==> src/rtl/mem_access_unit_if.sv <==
`default_nettype none
`timescale 1ns/1ps
// ============================================================================
// Module   : mem_access_unit_if
// Purpose  : Core-side request/response and BRAM-side bus of the load/store unit.
// Revision : 1.0 - initial release
// ============================================================================
interface mem_access_unit_if;
    logic        req_valid;
    logic        req_write;
    logic [2:0]  req_funct3;
    logic [31:0] req_addr;
    logic [31:0] req_wdata;
    logic        req_ready;
    logic        resp_valid;
    logic [31:0] resp_rdata;
    logic        resp_error;
    logic [31:0] memAddress;
    logic [31:0] memWriteData;
    logic        memWrite;
    logic [3:0]  byteMask;
    logic [31:0] memReadData;

    // master = core plus BRAM side, slave = the access unit itself
    modport master (
        output req_valid, req_write, req_funct3, req_addr, req_wdata, memReadData,
        input  req_ready, resp_valid, resp_rdata, resp_error,
               memAddress, memWriteData, memWrite, byteMask
    );
    modport slave (
        input  req_valid, req_write, req_funct3, req_addr, req_wdata, memReadData,
        output req_ready, resp_valid, resp_rdata, resp_error,
               memAddress, memWriteData, memWrite, byteMask
    );
endinterface
`default_nettype wire

==> src/rtl/mem_access_unit.sv <==
`default_nettype none
`timescale 1ns/1ps
// ============================================================================
// Module   : mem_access_unit
// Purpose  : RISC-V load/store front end driving a word-wide BRAM port.
// Revision : 1.0 - initial release
// ============================================================================
module mem_access_unit #(
    parameter int READ_LATENCY = 1
) (
    input  wire logic         clk,
    input  wire logic         reset,
    mem_access_unit_if.slave  bus
);
    localparam logic [1:0] c_IDLE   = 2'd0;
    localparam logic [1:0] c_ACCESS = 2'd1;
    localparam logic [1:0] c_WAIT   = 2'd2;
    localparam logic [1:0] c_RESP   = 2'd3;

    localparam int              c_CNT_W    = (READ_LATENCY > 1) ? $clog2(READ_LATENCY) : 1;
    localparam logic [c_CNT_W-1:0] c_CNT_LAST = c_CNT_W'(READ_LATENCY - 1);

    logic [1:0]         r_state;
    logic [1:0]         w_next;
    logic               r_write;
    logic [2:0]         r_funct3;
    logic [1:0]         r_lane;
    logic [31:0]        r_addr;
    logic [31:0]        r_wdata;
    logic [3:0]         r_mask;
    logic [31:0]        r_rdata;
    logic               r_err;
    logic [c_CNT_W-1:0] r_cnt;

    logic               w_accept;
    logic               w_illegal;
    logic               w_last_wait;
    logic [3:0]         w_mask;
    logic [31:0]        w_lane_data;
    logic [7:0]         w_byte;
    logic [15:0]        w_half;
    logic [31:0]        w_load;

    assign w_accept    = bus.req_valid && bus.req_ready;
    assign w_last_wait = (r_state == c_WAIT) && (r_cnt == c_CNT_LAST);

    // funct3[1:0] is the access size; 2'b11 is never legal
    always_comb begin
        w_illegal = 1'b0;
        if (bus.req_write) begin
            if (bus.req_funct3[2] || bus.req_funct3 == 3'b011)
                w_illegal = 1'b1;
        end else begin
            if (bus.req_funct3 == 3'b011 || bus.req_funct3 == 3'b110 || bus.req_funct3 == 3'b111)
                w_illegal = 1'b1;
        end
        if (bus.req_funct3[1:0] == 2'b01 && bus.req_addr[0])
            w_illegal = 1'b1;
        if (bus.req_funct3[1:0] == 2'b10 && bus.req_addr[1:0] != 2'b00)
            w_illegal = 1'b1;
    end

    always_comb begin
        w_mask      = 4'b1111;
        w_lane_data = bus.req_wdata;
        case (bus.req_funct3[1:0])
            2'b00: begin
                w_mask      = 4'b0001 << bus.req_addr[1:0];
                w_lane_data = {4{bus.req_wdata[7:0]}};
            end
            2'b01: begin
                w_mask      = bus.req_addr[1] ? 4'b1100 : 4'b0011;
                w_lane_data = {2{bus.req_wdata[15:0]}};
            end
            default: ;
        endcase
    end

    assign w_byte = bus.memReadData[{r_lane, 3'b000} +: 8];
    assign w_half = bus.memReadData[{r_lane[1], 4'b0000} +: 16];

    always_comb begin
        w_load = bus.memReadData;
        case (r_funct3)
            3'b000:  w_load = {{24{w_byte[7]}}, w_byte};
            3'b001:  w_load = {{16{w_half[15]}}, w_half};
            3'b100:  w_load = {24'd0, w_byte};
            3'b101:  w_load = {16'd0, w_half};
            default: ;
        endcase
    end

    // FSM: state register
    always_ff @(posedge clk) begin
        if (reset) r_state <= c_IDLE;
        else       r_state <= w_next;
    end

    // FSM: next state
    always_comb begin
        w_next = r_state;
        case (r_state)
            c_IDLE:   if (w_accept) w_next = w_illegal ? c_RESP : c_ACCESS;
            c_ACCESS: w_next = r_write ? c_RESP : c_WAIT;
            c_WAIT:   if (w_last_wait) w_next = c_RESP;
            default:  w_next = c_IDLE;
        endcase
    end

    // FSM: outputs; strobes are gated by reset so an interrupted store never lands
    always_comb begin
        bus.req_ready    = (r_state == c_IDLE) && !reset;
        bus.resp_valid   = (r_state == c_RESP) && !reset;
        bus.memWrite     = (r_state == c_ACCESS) && r_write && !reset;
        bus.byteMask     = ((r_state == c_ACCESS) && r_write && !reset) ? r_mask : 4'b0000;
        bus.memAddress   = r_addr;
        bus.memWriteData = r_wdata;
        bus.resp_rdata   = r_rdata;
        bus.resp_error   = r_err;
    end

    // Response registers change only on entry to RESP so they hold between responses
    always_ff @(posedge clk) begin
        if (reset) begin
            r_write  <= 1'b0;
            r_funct3 <= 3'd0;
            r_lane   <= 2'd0;
            r_addr   <= 32'd0;
            r_wdata  <= 32'd0;
            r_mask   <= 4'd0;
            r_rdata  <= 32'd0;
            r_err    <= 1'b0;
            r_cnt    <= '0;
        end else begin
            if (w_accept) begin
                r_write  <= bus.req_write;
                r_funct3 <= bus.req_funct3;
                r_lane   <= bus.req_addr[1:0];
                r_addr   <= {bus.req_addr[31:2], 2'b00};
                r_wdata  <= w_lane_data;
                r_mask   <= w_mask;
                if (w_illegal) begin
                    r_rdata <= 32'd0;
                    r_err   <= 1'b1;
                end
            end
            if (r_state == c_ACCESS && r_write) begin
                r_rdata <= 32'd0;
                r_err   <= 1'b0;
            end
            if (w_last_wait) begin
                r_rdata <= w_load;
                r_err   <= 1'b0;
            end
            if (r_state == c_WAIT) r_cnt <= r_cnt + c_CNT_W'(1);
            else                   r_cnt <= '0;
        end
    end
endmodule
`default_nettype wire

==> src/flat_wrapper.sv <==
// flat-port wrapper written by rule: the top's interface ports become plain ports
module mem_access_unit_flat 
#(
    parameter int READ_LATENCY = 1
)
  (clk, reset, bus_req_valid, bus_req_write, bus_req_funct3, bus_req_addr, bus_req_wdata, bus_memReadData, bus_req_ready, bus_resp_valid, bus_resp_rdata, bus_resp_error, bus_memAddress, bus_memWriteData, bus_memWrite, bus_byteMask);
  mem_access_unit_if bus_i ();
  input  wire logic clk;
  input  wire logic reset;
  input wire logic [$bits(bus_i.req_valid)-1:0] bus_req_valid;
  input wire logic [$bits(bus_i.req_write)-1:0] bus_req_write;
  input wire logic [$bits(bus_i.req_funct3)-1:0] bus_req_funct3;
  input wire logic [$bits(bus_i.req_addr)-1:0] bus_req_addr;
  input wire logic [$bits(bus_i.req_wdata)-1:0] bus_req_wdata;
  input wire logic [$bits(bus_i.memReadData)-1:0] bus_memReadData;
  output wire logic [$bits(bus_i.req_ready)-1:0] bus_req_ready;
  output wire logic [$bits(bus_i.resp_valid)-1:0] bus_resp_valid;
  output wire logic [$bits(bus_i.resp_rdata)-1:0] bus_resp_rdata;
  output wire logic [$bits(bus_i.resp_error)-1:0] bus_resp_error;
  output wire logic [$bits(bus_i.memAddress)-1:0] bus_memAddress;
  output wire logic [$bits(bus_i.memWriteData)-1:0] bus_memWriteData;
  output wire logic [$bits(bus_i.memWrite)-1:0] bus_memWrite;
  output wire logic [$bits(bus_i.byteMask)-1:0] bus_byteMask;
  assign bus_i.req_valid = bus_req_valid;
  assign bus_i.req_write = bus_req_write;
  assign bus_i.req_funct3 = bus_req_funct3;
  assign bus_i.req_addr = bus_req_addr;
  assign bus_i.req_wdata = bus_req_wdata;
  assign bus_i.memReadData = bus_memReadData;
  assign bus_req_ready = bus_i.req_ready;
  assign bus_resp_valid = bus_i.resp_valid;
  assign bus_resp_rdata = bus_i.resp_rdata;
  assign bus_resp_error = bus_i.resp_error;
  assign bus_memAddress = bus_i.memAddress;
  assign bus_memWriteData = bus_i.memWriteData;
  assign bus_memWrite = bus_i.memWrite;
  assign bus_byteMask = bus_i.byteMask;
  mem_access_unit #(.READ_LATENCY(READ_LATENCY)) u_core (.clk(clk), .reset(reset), .bus(bus_i));
endmodule
==> config.mk <==
export PLATFORM = sky130hd
export DESIGN_NAME = mem_access_unit_flat
export DESIGN_NICKNAME = d
export VERILOG_FILES = /design/src/rtl/mem_access_unit_if.sv /design/src/rtl/mem_access_unit.sv /design/src/flat_wrapper.sv
export SDC_FILE = /design/constraint.sdc
export NUM_CORES = 1
export LEC_CHECK = 0
export CORE_MARGIN = 2
export CORE_UTILIZATION = 46
export DETAILED_ROUTE_END_ITERATION = 8
export PLACE_DENSITY = 0.86
export SLEW_MARGIN = 40
export SYNTH_ARGS = -nofsm -noshare
export SYNTH_HDL_FRONTEND = slang
export SYNTH_SLANG_ARGS = --single-unit
==> constraint.sdc <==
create_clock -name clk -period 4.9 [get_ports clk]
set_input_delay 1.47 -clock clk [delete_from_list [all_inputs] [get_ports clk]]
set_output_delay 1.47 -clock clk [all_outputs]
set_load 0.005 [all_outputs]
# Yosys cells after proc, flatten, opt, wreduce, memory -nomap -nowiden
# Cells that the tools add are included.
# op_classes
n_eq_ne	13
muxes	19
bitwise_logic	2
shifts	3
reduce_logical	23
addsub	1
# ops
cell	count
two-way mux 32 bit	4
case mux 32 bit (4 select lines)	1
case mux 32 bit (2 select lines)	1
variable part select 32 x 6 -> 16 bit	1
variable part select 32 x 6 -> 8 bit	1
== test 3 bit (second input constant)	4
logical AND 1 bit	8
two-way mux 4 bit	2
case mux 4 bit (2 select lines)	1
== test 2 bit (second input constant)	3
two-way mux 1 bit	6
two-way mux 2 bit	3
case mux 2 bit (3 select lines)	1
AND reduction 2 bit	3
nonzero test 3 bit	2
== test 2 x 1 -> 1 bit (second input constant)	2
logical NOT 2 bit	2
inequality test 2 x 1 -> 1 bit (second input constant)	2
left shift 1 x 2 -> 4 bit (first input constant)	1
== test 3 x 1 -> 1 bit (second input constant)	1
== test 3 x 2 -> 1 bit (second input constant)	1
logical NOT 3 bit	1
logical OR 1 bit	3
OR reduction 3 bit	1
other kinds (5)	6
# totals
reg_bits	108
inputBits	103
out_inout_bits	104
wordCells	71

# Depth between registers and ports, before layout
# Gate-level depths: netlist of the first run.
# depth
ltp_word	11
mapped_depth	8
mapped_depth_nobuf	6

# Least setup slack after synthesis of the first run
# No wires, ideal clock.
# synth_path
kind	input to output
from	input port reset
to	output port bus_byteMask[0]
t_required_ps	3430
cell_stages	4
path_slack_ps	1293
n_path_buf	2
arrival_time_ps	2137
cell_sequence	buf_6 clkbuf_1 nor2_1 and2_1
# synth_between
elab_chain_len	3
# synth_rtl
element	line	source
from (decl)	flat_wrapper.sv:9	input wire logic reset;
logical NOT 1 bit	-	
logical AND 1 bit	-	
net bus_memWrite	flat_wrapper.sv:22	output wire logic [$bits(bus_i.memWrite)-1:0] bus_memWrite;
two-way mux 4 bit	mem_access_unit.sv:115	bus.byteMask = ((r_state == c_ACCESS) && r_write && !reset) ? r_mask : 4'b0000;
to (decl)	flat_wrapper.sv:23	output wire logic [$bits(bus_i.byteMask)-1:0] bus_byteMask;
# The timed path passes the listed nets, and every way through them passes these cells.

# Worst setup path in the final report of the first run
# layout_path
from	input port reset
to	output port bus_req_ready
# layout_between
elab_chain_len	2
# layout_rtl
element	line	source
logical NOT 1 bit	mem_access_unit.sv:112	bus.req_ready = (r_state == c_IDLE) && !reset;
logical AND 1 bit	mem_access_unit.sv:112	
to (decl)	flat_wrapper.sv:16	output wire logic [$bits(bus_i.req_ready)-1:0] bus_req_ready;
# No other way between the ends.

==> results of run 1 <==
==> through the flow <==
stage / total power [mW] / hold slack (ps)
2_1_floorplan: 1.625 / 451.7
3_3_place_gp: 2.137 / 443.1
3_5_place_dp: 2.175 / 449.4
4_1_cts: 2.737 / 465.0
5_1_grt: 2.876 / 490.1
6_report: 2.721 / 462.8
==> per-layer routing <==
layer  vias to the layer above  global-route usage  part of all wire
li1                       2335                   -                 -
met1                      2280              0.3035              0.39
met2                       237              0.4625              0.49
met3                        24             0.09666             0.099
met4                         0              0.1067             0.025
met5                         -                   0                 0
==> kinds of logic after synthesis <==
family          count (synthesis)
flops                         108
buf+inv                        79
compound gates                132
mux                            26
fa+ha+maj                       4
other cells                     1
simple gates                  222
==> worst max-delay path, delay by kind of cell <==
kind | cells | cell delay [ps]
and+or+nand+nor | 1 | 150
buffers and inverters | 3 | 870
==> layout make-up <==
cell class	count	area, µm²	share of cell area
inverter	31	116.4	0.01632
clock buffer	11	141.4	0.01983
timing repair buffer	210	2082	0.2920
sequential	108	2163	0.3034
clock inverter	5	60.06	0.008423
multi-input combinational	386	2397	0.3362
tap	136	170.2	0.02386
==> worst min-delay path by stage <==
stage	startpoint	endpoint	slack (ps)	depth (start not counted)
global placement	u_core.bus.memWriteData[25]	u_core.bus.memWriteData[25]	440	2
floorplan	u_core.bus.resp_error	u_core.bus.resp_error	450	2
CTS	u_core.bus.memWriteData[27]	u_core.bus.memWriteData[27]	470	2
global route	u_core.bus.resp_rdata[0]	u_core.bus.resp_rdata[0]	490	1
detailed placement	u_core.bus.memWriteData[27]	u_core.bus.memWriteData[27]	450	2
finish	u_core.bus.memWriteData[27]	u_core.bus.memWriteData[27]	460	2
==> cell usage in the layout (no fill, tap or decap), drive strengths merged, types with 15 or more instances in the layout <==
cell type | netlist | layout
nor2 | 15 | 15
clkdlybuf4s50 | 0 | 203
a32o | 17 | 17
nand3b | 59 | 59
inv | 31 | 32
o21ai | 27 | 27
mux2i | 25 | 25
dfxtp | 108 | 108
nand2 | 124 | 124
a21oi | 36 | 36
==> flip-flops by register name, summed over array words and instances, names as in the netlist, 2 cells and up <==
register,count
u_core.bus.memWriteData,32
u_core.bus.resp_rdata,32
u_core.bus.memAddress,30
u_core.r_mask,4
u_core.r_funct3,3
u_core.r_lane,2
u_core.r_state,2
==> power by group <==
group	switching, mW	internal (mW)
logic	0.402	0.542
registers	0.142	1.08
clock network	0.307	0.253
total	0.850	1.87
==> flow_summary.toml, run 1 <==
[setup_path]
cp_data_arrival_time_ps = 2500
cp-start-kind = "input port"
reg2regPathDepth = 4
ff2ff_setup_slack_ps = 2550
setup.worst_path.end_class = "output pin"
rr_endpoint = "u_core.bus.resp_rdata[15]"
cp.required_ps = 3430
cp-endpoint = "bus_req_ready"
cp_max_fo = 49
cpPeakStageDelay_ps = 520
cp_slowest_cell = "clkdlybuf4s50_1"
crit_chain = "buf_2, buf_4, nor2b_1, clkdlybuf4s50_1"
r2r-start = "u_core.r_lane[1]"
crit_path_start = "reset"
critPathKind = "in2out"

[outcome]
status = "completed"

[yosys]
synth_top_family_by_area = "simple AND/OR/NAND/NOR gates"
yosys_warnings = 0
synth_compound_area_frac = 0.1880
yosys.area_share.xor_xnor = 0
yosys.area_share.simple = 0.2313
synth.distinct_cells = 41
yosys_register_bits = 108
synth_most_common_cell = "nand2_1"
yosysTopAreaCell = "dfxtp_1"
synth_area_leaders = "dfxtp_1, nand2_1, nand3b_1, mux2i_1, a21oi_1"
synth_cells = 572
avgSynthCellArea_um2 = 8.540
synth_ff_type = "dfxtp_1"
synthAdderAreaFrac = 0.01025
yosysTopAreaCellShare = 0.4426
synth_edf_count = 0
syn_area_um2 = 4885
muxShareOfSynthArea = 0.05661
ys_seq_area_frac = 0.4426
synthTopCellsByCount = "nand2_1, dfxtp_1, nand3b_1, a21oi_1, clkbuf_1"
async_flop_share = 0

[global_routing]
grt_pass1_vias = 4939
antenna_found_initial = 0
grt_max_degree = 86
overflow = 0
grt_usage = 0.2694
grt_pass1_wl_um = 24380

[timing]
fin_crit_sh = 0.8100
finalMaxSlewViolations = 0
hold_viol = 0
skew_ps = 12.31
finalSetupViolCount = 0
clock.fmax_mhz = 252.0
worst_pin_slew_ps = 808.2
period_needed_ps = 3969
tns_ps = 0
relSlewSlack = 0.4612
rsz0062_at_grt = "false"
finalWorstSetupSlack_ps = 931.1

[final_layout]
drive_gt1_frac = 0.03728
n_antenna_cell = 0
final_core_util = 0.6907
final_nets = 853
fillers = 807
syn2layout_area_growth_pct = 45.98
fin_area_um2 = 7131
finalNonFillerCells = 887

[min_path]
hold_path.class = "reg2reg"

[placement]
dpl.hpwl_um = 11200
post-place-ws_ps = 936.8
place.gp.congestion = 0.8539
dp.cells = 871
portBuffers = 204
place_area_um2 = 6924

[detailed_routing]
drt-vias-per-instance = 5.497
dr_total_vias = 4876
ant_nets = 0
initialDrtViolationCount = 219
routed_wl_um = 15330
drc = 0
avgRoutedWirePerCell_um = 17.28
drt-pass1-iter-count = 5

[cts]
cts_made_buffers = 9
clk_pin_slew_worst_paths_ps = 100
cts.path.max_buffers = 2
cts_setup_buffers = 0
clk_latency_ps = 380
ctsHoldBuffers = 0
ctsResizeCount = 0
cts_tree = "built"
htree_num_levels = 3
clock-root-buffer = "clkbuf_8"
cts_sinks = 108

[job]
drv_cap = 0

[die]
fp.dieW_um = 107.0
dieArea_um2 = 11460
num_rows = 37
coreArea_um2 = 10320
start_util = 0.4732
io_pins = 207
dieHeight_um = 107.0

[power]
ir_drop_mv = 0.2093
p_per_area_nw_per_um2 = 381.6
p_leak_nw = 2.832
Note: power is estimated with default switching activity, not from simulation.
==> run 2: changes to the inputs <==
CORE_UTILIZATION = 43   (was 46)
PLACE_DENSITY = 0.81   (was 0.86)
clock period = 3.85 ns   (was 4.9 ns; I/O delays follow)
==> run 2 against run 1 <==
Against the previous run: sequential power grew 25%; design area rose by 2.0%; die area up 6.7%; register-to-register slack got worse by 800 ps; via count grew 1.1%; clock skew fell by 4.0 ps; largest cell class unchanged; largest power group unchanged.
==> flow_summary.toml, run 2 (same netlist as run 1, synthesis figures left out) <==
[cts]
cts_sinks = 108
cts_made_buffers = 9
clk_latency_ps = 350
ctsResizeCount = 0
cts.path.max_buffers = 2
htree_num_levels = 3
clk_pin_slew_worst_paths_ps = 70
clock-root-buffer = "clkbuf_16"
ctsHoldBuffers = 0
cts_tree = "built"
cts_setup_buffers = 0

[global_routing]
grt_pass1_wl_um = 24710
overflow = 0
grt_max_degree = 86
antenna_found_initial = 0
grt_usage = 0.2475
grt_pass1_vias = 4835

[placement]
post-place-ws_ps = 376.3
portBuffers = 204
dp.cells = 877
dpl.hpwl_um = 11120
place.gp.congestion = 0.8493

[detailed_routing]
avgRoutedWirePerCell_um = 17.58
routed_wl_um = 15700
ant_nets = 0
initialDrtViolationCount = 349
dr_total_vias = 4932
drt-pass1-iter-count = 5
drt-vias-per-instance = 5.523
drc = 0

[timing]
clock.fmax_mhz = 287.7
tns_ps = 0
skew_ps = 8.315
worst_pin_slew_ps = 820.6
fin_crit_sh = 0.9027
relSlewSlack = 0.4529
finalWorstSetupSlack_ps = 374.4
rsz0062_at_grt = "false"
finalMaxSlewViolations = 0
period_needed_ps = 3476
finalSetupViolCount = 0
hold_viol = 0

[power]
ir_drop_mv = 0.3101
p_leak_nw = 2.901
p_per_area_nw_per_um2 = 519.7

[setup_path]
ff2ff_setup_slack_ps = 1750
cp-start-kind = "input port"
cp_slowest_cell = "clkdlybuf4s50_1"
path_delay_family = "buffers and inverters"
cpPeakStageDelay_ps = 500
rr_endpoint = "u_core.bus.resp_rdata[13]"
crit_buf_inv = 2
reg2regPathDepth = 6
cp.required_ps = 2690
worstSetupPathDepth = 4
setup.worst_path.end_class = "output pin"
critPathKind = "in2out"
cp_max_fo = 22
cp_data_arrival_time_ps = 2320
r2r-start = "u_core.r_state[0]"
crit_chain = "buf_2, nor2_1, and2_1, clkdlybuf4s50_1"

[die]
dieHeight_um = 110.6
coreArea_um2 = 10980
fp.dieW_um = 110.6
io_pins = 207
dieArea_um2 = 12230
start_util = 0.4447
num_rows = 38

[min_path]
hold_path.class = "reg2reg"
worstHoldEndpoint = "u_core.bus.memWriteData[31]"
whs_path_depth = 2
hold_start = "u_core.bus.memWriteData[31]"

[final_layout]
final_common_cell = "clkdlybuf4s50_1"
fillers = 902
final_nets = 855
finalNonFillerCells = 893
drive_gt1_frac = 0.04117
n_antenna_cell = 0
final_cell_mix = "clkdlybuf4s50_1, nand2_1, dfxtp_1"
final_core_util = 0.6623
syn2layout_area_growth_pct = 48.92

[outcome]
status = "completed"

[job]
drv_cap = 0
-- run 2: layout make-up --
class	instances	area [µm²]	share of cell area
inverter	31	116.4	0.01600
clock inverter	6	86.33	0.01187
multi-input combinational	386	2399	0.3297
tap	140	175.2	0.02408
sequential	108	2162	0.2972
clock buffer	10	239.0	0.03285
timing repair buffer	212	2097	0.2883
-- run 2: worst max path at each step --
stage,start,end,slack (ps)
final,reset,bus_byteMask[3],370
after global routing,reset,bus_byteMask[3],260
after CTS,reset,bus_byteMask[3],370
after detailed placement,reset,bus_byteMask[2],380
after global placement,bus_req_addr[1],u_core.bus.resp_rdata[8],410
after floorplan,reset,bus_byteMask[0],870
-- run 2: tightest hold or removal path, stage by stage, from the launching register on --
cell and delay [ps]:
dfxtp_1 310, nand2_1 50, a21oi_1 50
-- run 2: power breakdown --
group	total, mW	leakage, nW	switching (mW)	internal [mW]
Combinational	1.23	1.86	0.536	0.692
Clock	1.02	0.159	0.429	0.589
Sequential	1.53	0.884	0.164	1.37
-- run 2: per-stage QoR --
stage | power (mW) | hold WS (ps) | cell area (µm²)
floorplan | 2.068 | 451.7 | 4888
global placement | 2.727 | 443.2 | 6934
detailed placement | 2.768 | 448.2 | 6944
CTS | 3.791 | 460.1 | 7269
global route | 3.961 | 482.2 | 7274
finish | 3.781 | 456.7 | 7274
-- run 2: per-layer routing --
| layer | share of wire | global-route usage | vias up |
|---|---|---|---|
| met3 | 0.10 | 0.09550 | 27 |
| met5 | 0 | 0 | - |
| met4 | 0.024 | 0.09583 | 0 |
| li1 | - | - | 2337 |
| met1 | 0.41 | 0.2942 | 2331 |
| met2 | 0.47 | 0.4037 | 237 |
==> run 3: changes to the inputs <==
PLACE_DENSITY = 0.88   (was 0.81)
==> run 3 against run 2 <==
Against the previous run: via count shrank 1.3%; register-to-register slack lost 120 ps; final cell count shrank 0.11%; wire length shrank 0.94%; clock power shrank 8%; die area is the same; sequential cell count is the same; hold slack gained 2.4 ps; sequential power is essentially flat; clock-buffer cell count shrank 1; critical endpoint unchanged.
==> flow_summary.toml, run 3 (same netlist as run 1, synthesis figures left out) <==
[outcome]
status = "completed"

[global_routing]
grt_max_degree = 86
overflow = 0
grt_usage = 0.2474
grt_pass1_vias = 4854
grt_pass1_wl_um = 24790
antenna_found_initial = 0

[final_layout]
final_common_cell = "clkdlybuf4s50_1"
syn2layout_area_growth_pct = 48.57
n_antenna_cell = 0
final_nets = 855
final_core_util = 0.6607
fillers = 883
drive_gt1_frac = 0.04122
final_cell_mix = "clkdlybuf4s50_1, nand2_1, dfxtp_1"

[setup_path]
cp-start-kind = "input port"
cp.required_ps = 2690
ff2ff_setup_slack_ps = 1630
critPathKind = "in2out"
cp_max_fo = 19
cp_data_arrival_time_ps = 2290
setup.worst_path.end_class = "output pin"

[cts]
ctsHoldBuffers = 0
cts_made_buffers = 9
cts.path.max_buffers = 2
clk_latency_ps = 350
clk_pin_slew_worst_paths_ps = 80
clock-root-buffer = "clkbuf_16"
cts_sinks = 108
cts_setup_buffers = 0
ctsResizeCount = 0
cts_tree = "built"
htree_num_levels = 3

[timing]
holdWs_ps = 459.1
clock.fmax_mhz = 289.9
finalSetupViolCount = 0
skew_ps = 8.789
hold_viol = 0
period_needed_ps = 3450
finalMaxSlewViolations = 0
tns_ps = 0
rsz0062_at_grt = "false"
worst_pin_slew_ps = 725.5
relSlewSlack = 0.5163
fin_crit_sh = 0.8960

[die]
fp.dieW_um = 110.6
num_rows = 38
dieArea_um2 = 12230
coreArea_um2 = 10980
start_util = 0.4447
dieHeight_um = 110.6
io_pins = 207

[min_path]
hold_path.class = "reg2reg"

[detailed_routing]
drt-vias-per-instance = 5.456
drc = 0
routed_wl_um = 15550
drt-pass1-iter-count = 5
ant_nets = 0
initialDrtViolationCount = 333
avgRoutedWirePerCell_um = 17.43
dr_total_vias = 4867

[placement]
place.gp.congestion = 0.8668
portBuffers = 204
dpl.hpwl_um = 11110

[power]
swShare = 0.3051
internal-power_mw = 2.574
ir_drop_mv = 0.2716
p_per_area_nw_per_um2 = 510.5
switchingPower_mw = 1.130
p_leak_nw = 2.889
sequentialPowerShare = 0.417
pwr-share-comb = 0.331
pwr-share-clk = 0.252

[job]
drv_cap = 0
==> run 3: power by group through the flow <==
stage	sequential (mW)	clock [mW]	combinational, mW
global placement	1.55	0	1.17
detailed placement	1.56	0	1.21
finish	1.54	0.934	1.23
global route	1.57	0.997	1.33
CTS	1.54	0.954	1.22
floorplan	1.54	0	0.529
==> run 3: layout make-up <==
type | count | area, µm² | share of cell area
Multi-Input combinational cell | 386 | 2396 | 0.3302
Sequential cell | 108 | 2163 | 0.2981
Timing Repair Buffer | 212 | 2110 | 0.2907
Clock buffer | 9 | 225.2 | 0.03103
Tap cell | 140 | 175.2 | 0.02414
Inverter | 31 | 116.4 | 0.01603
Clock inverter | 6 | 71.32 | 0.009828
==> run 3: path summary, 6_finish.rpt <==
check,endpoint,cells past startpoint,from
setup / recovery,bus_byteMask[3],4,reset
hold / removal,u_core.bus.memWriteData[26],2,u_core.bus.memWriteData[26]
setup reg to reg,u_core.bus.resp_rdata[15],6,u_core.r_state[0]
hold reg to reg,u_core.bus.memWriteData[26],2,u_core.bus.memWriteData[26]
==> run 3: stage by stage <==
stage               power (mW)  area, µm²  worst slack (ps)  cells
finish                   3.705       7257             400.4    892
global route             3.899       7257             325.9    892
CTS                      3.716       7232             411.8    891
detailed placement       2.771       6935             418.5    876
global placement         2.720       6927             484.2    876
floorplan                2.068       4888             873.0    573
==> run 3: layer usage <==
layer	vias up	track usage	routed length (µm)
li1	2332	-	-
met1	2293	0.2875	6287
met2	217	0.4229	7561
met3	25	0.08288	1365
met4	0	0.09167	335
met5	-	0	0
==> run 3: worst max-delay path, stage by stage <==
cell and delay, ps:
buf_2 200, nor2_1 270, and2_1 170, clkdlybuf4s50_1 490
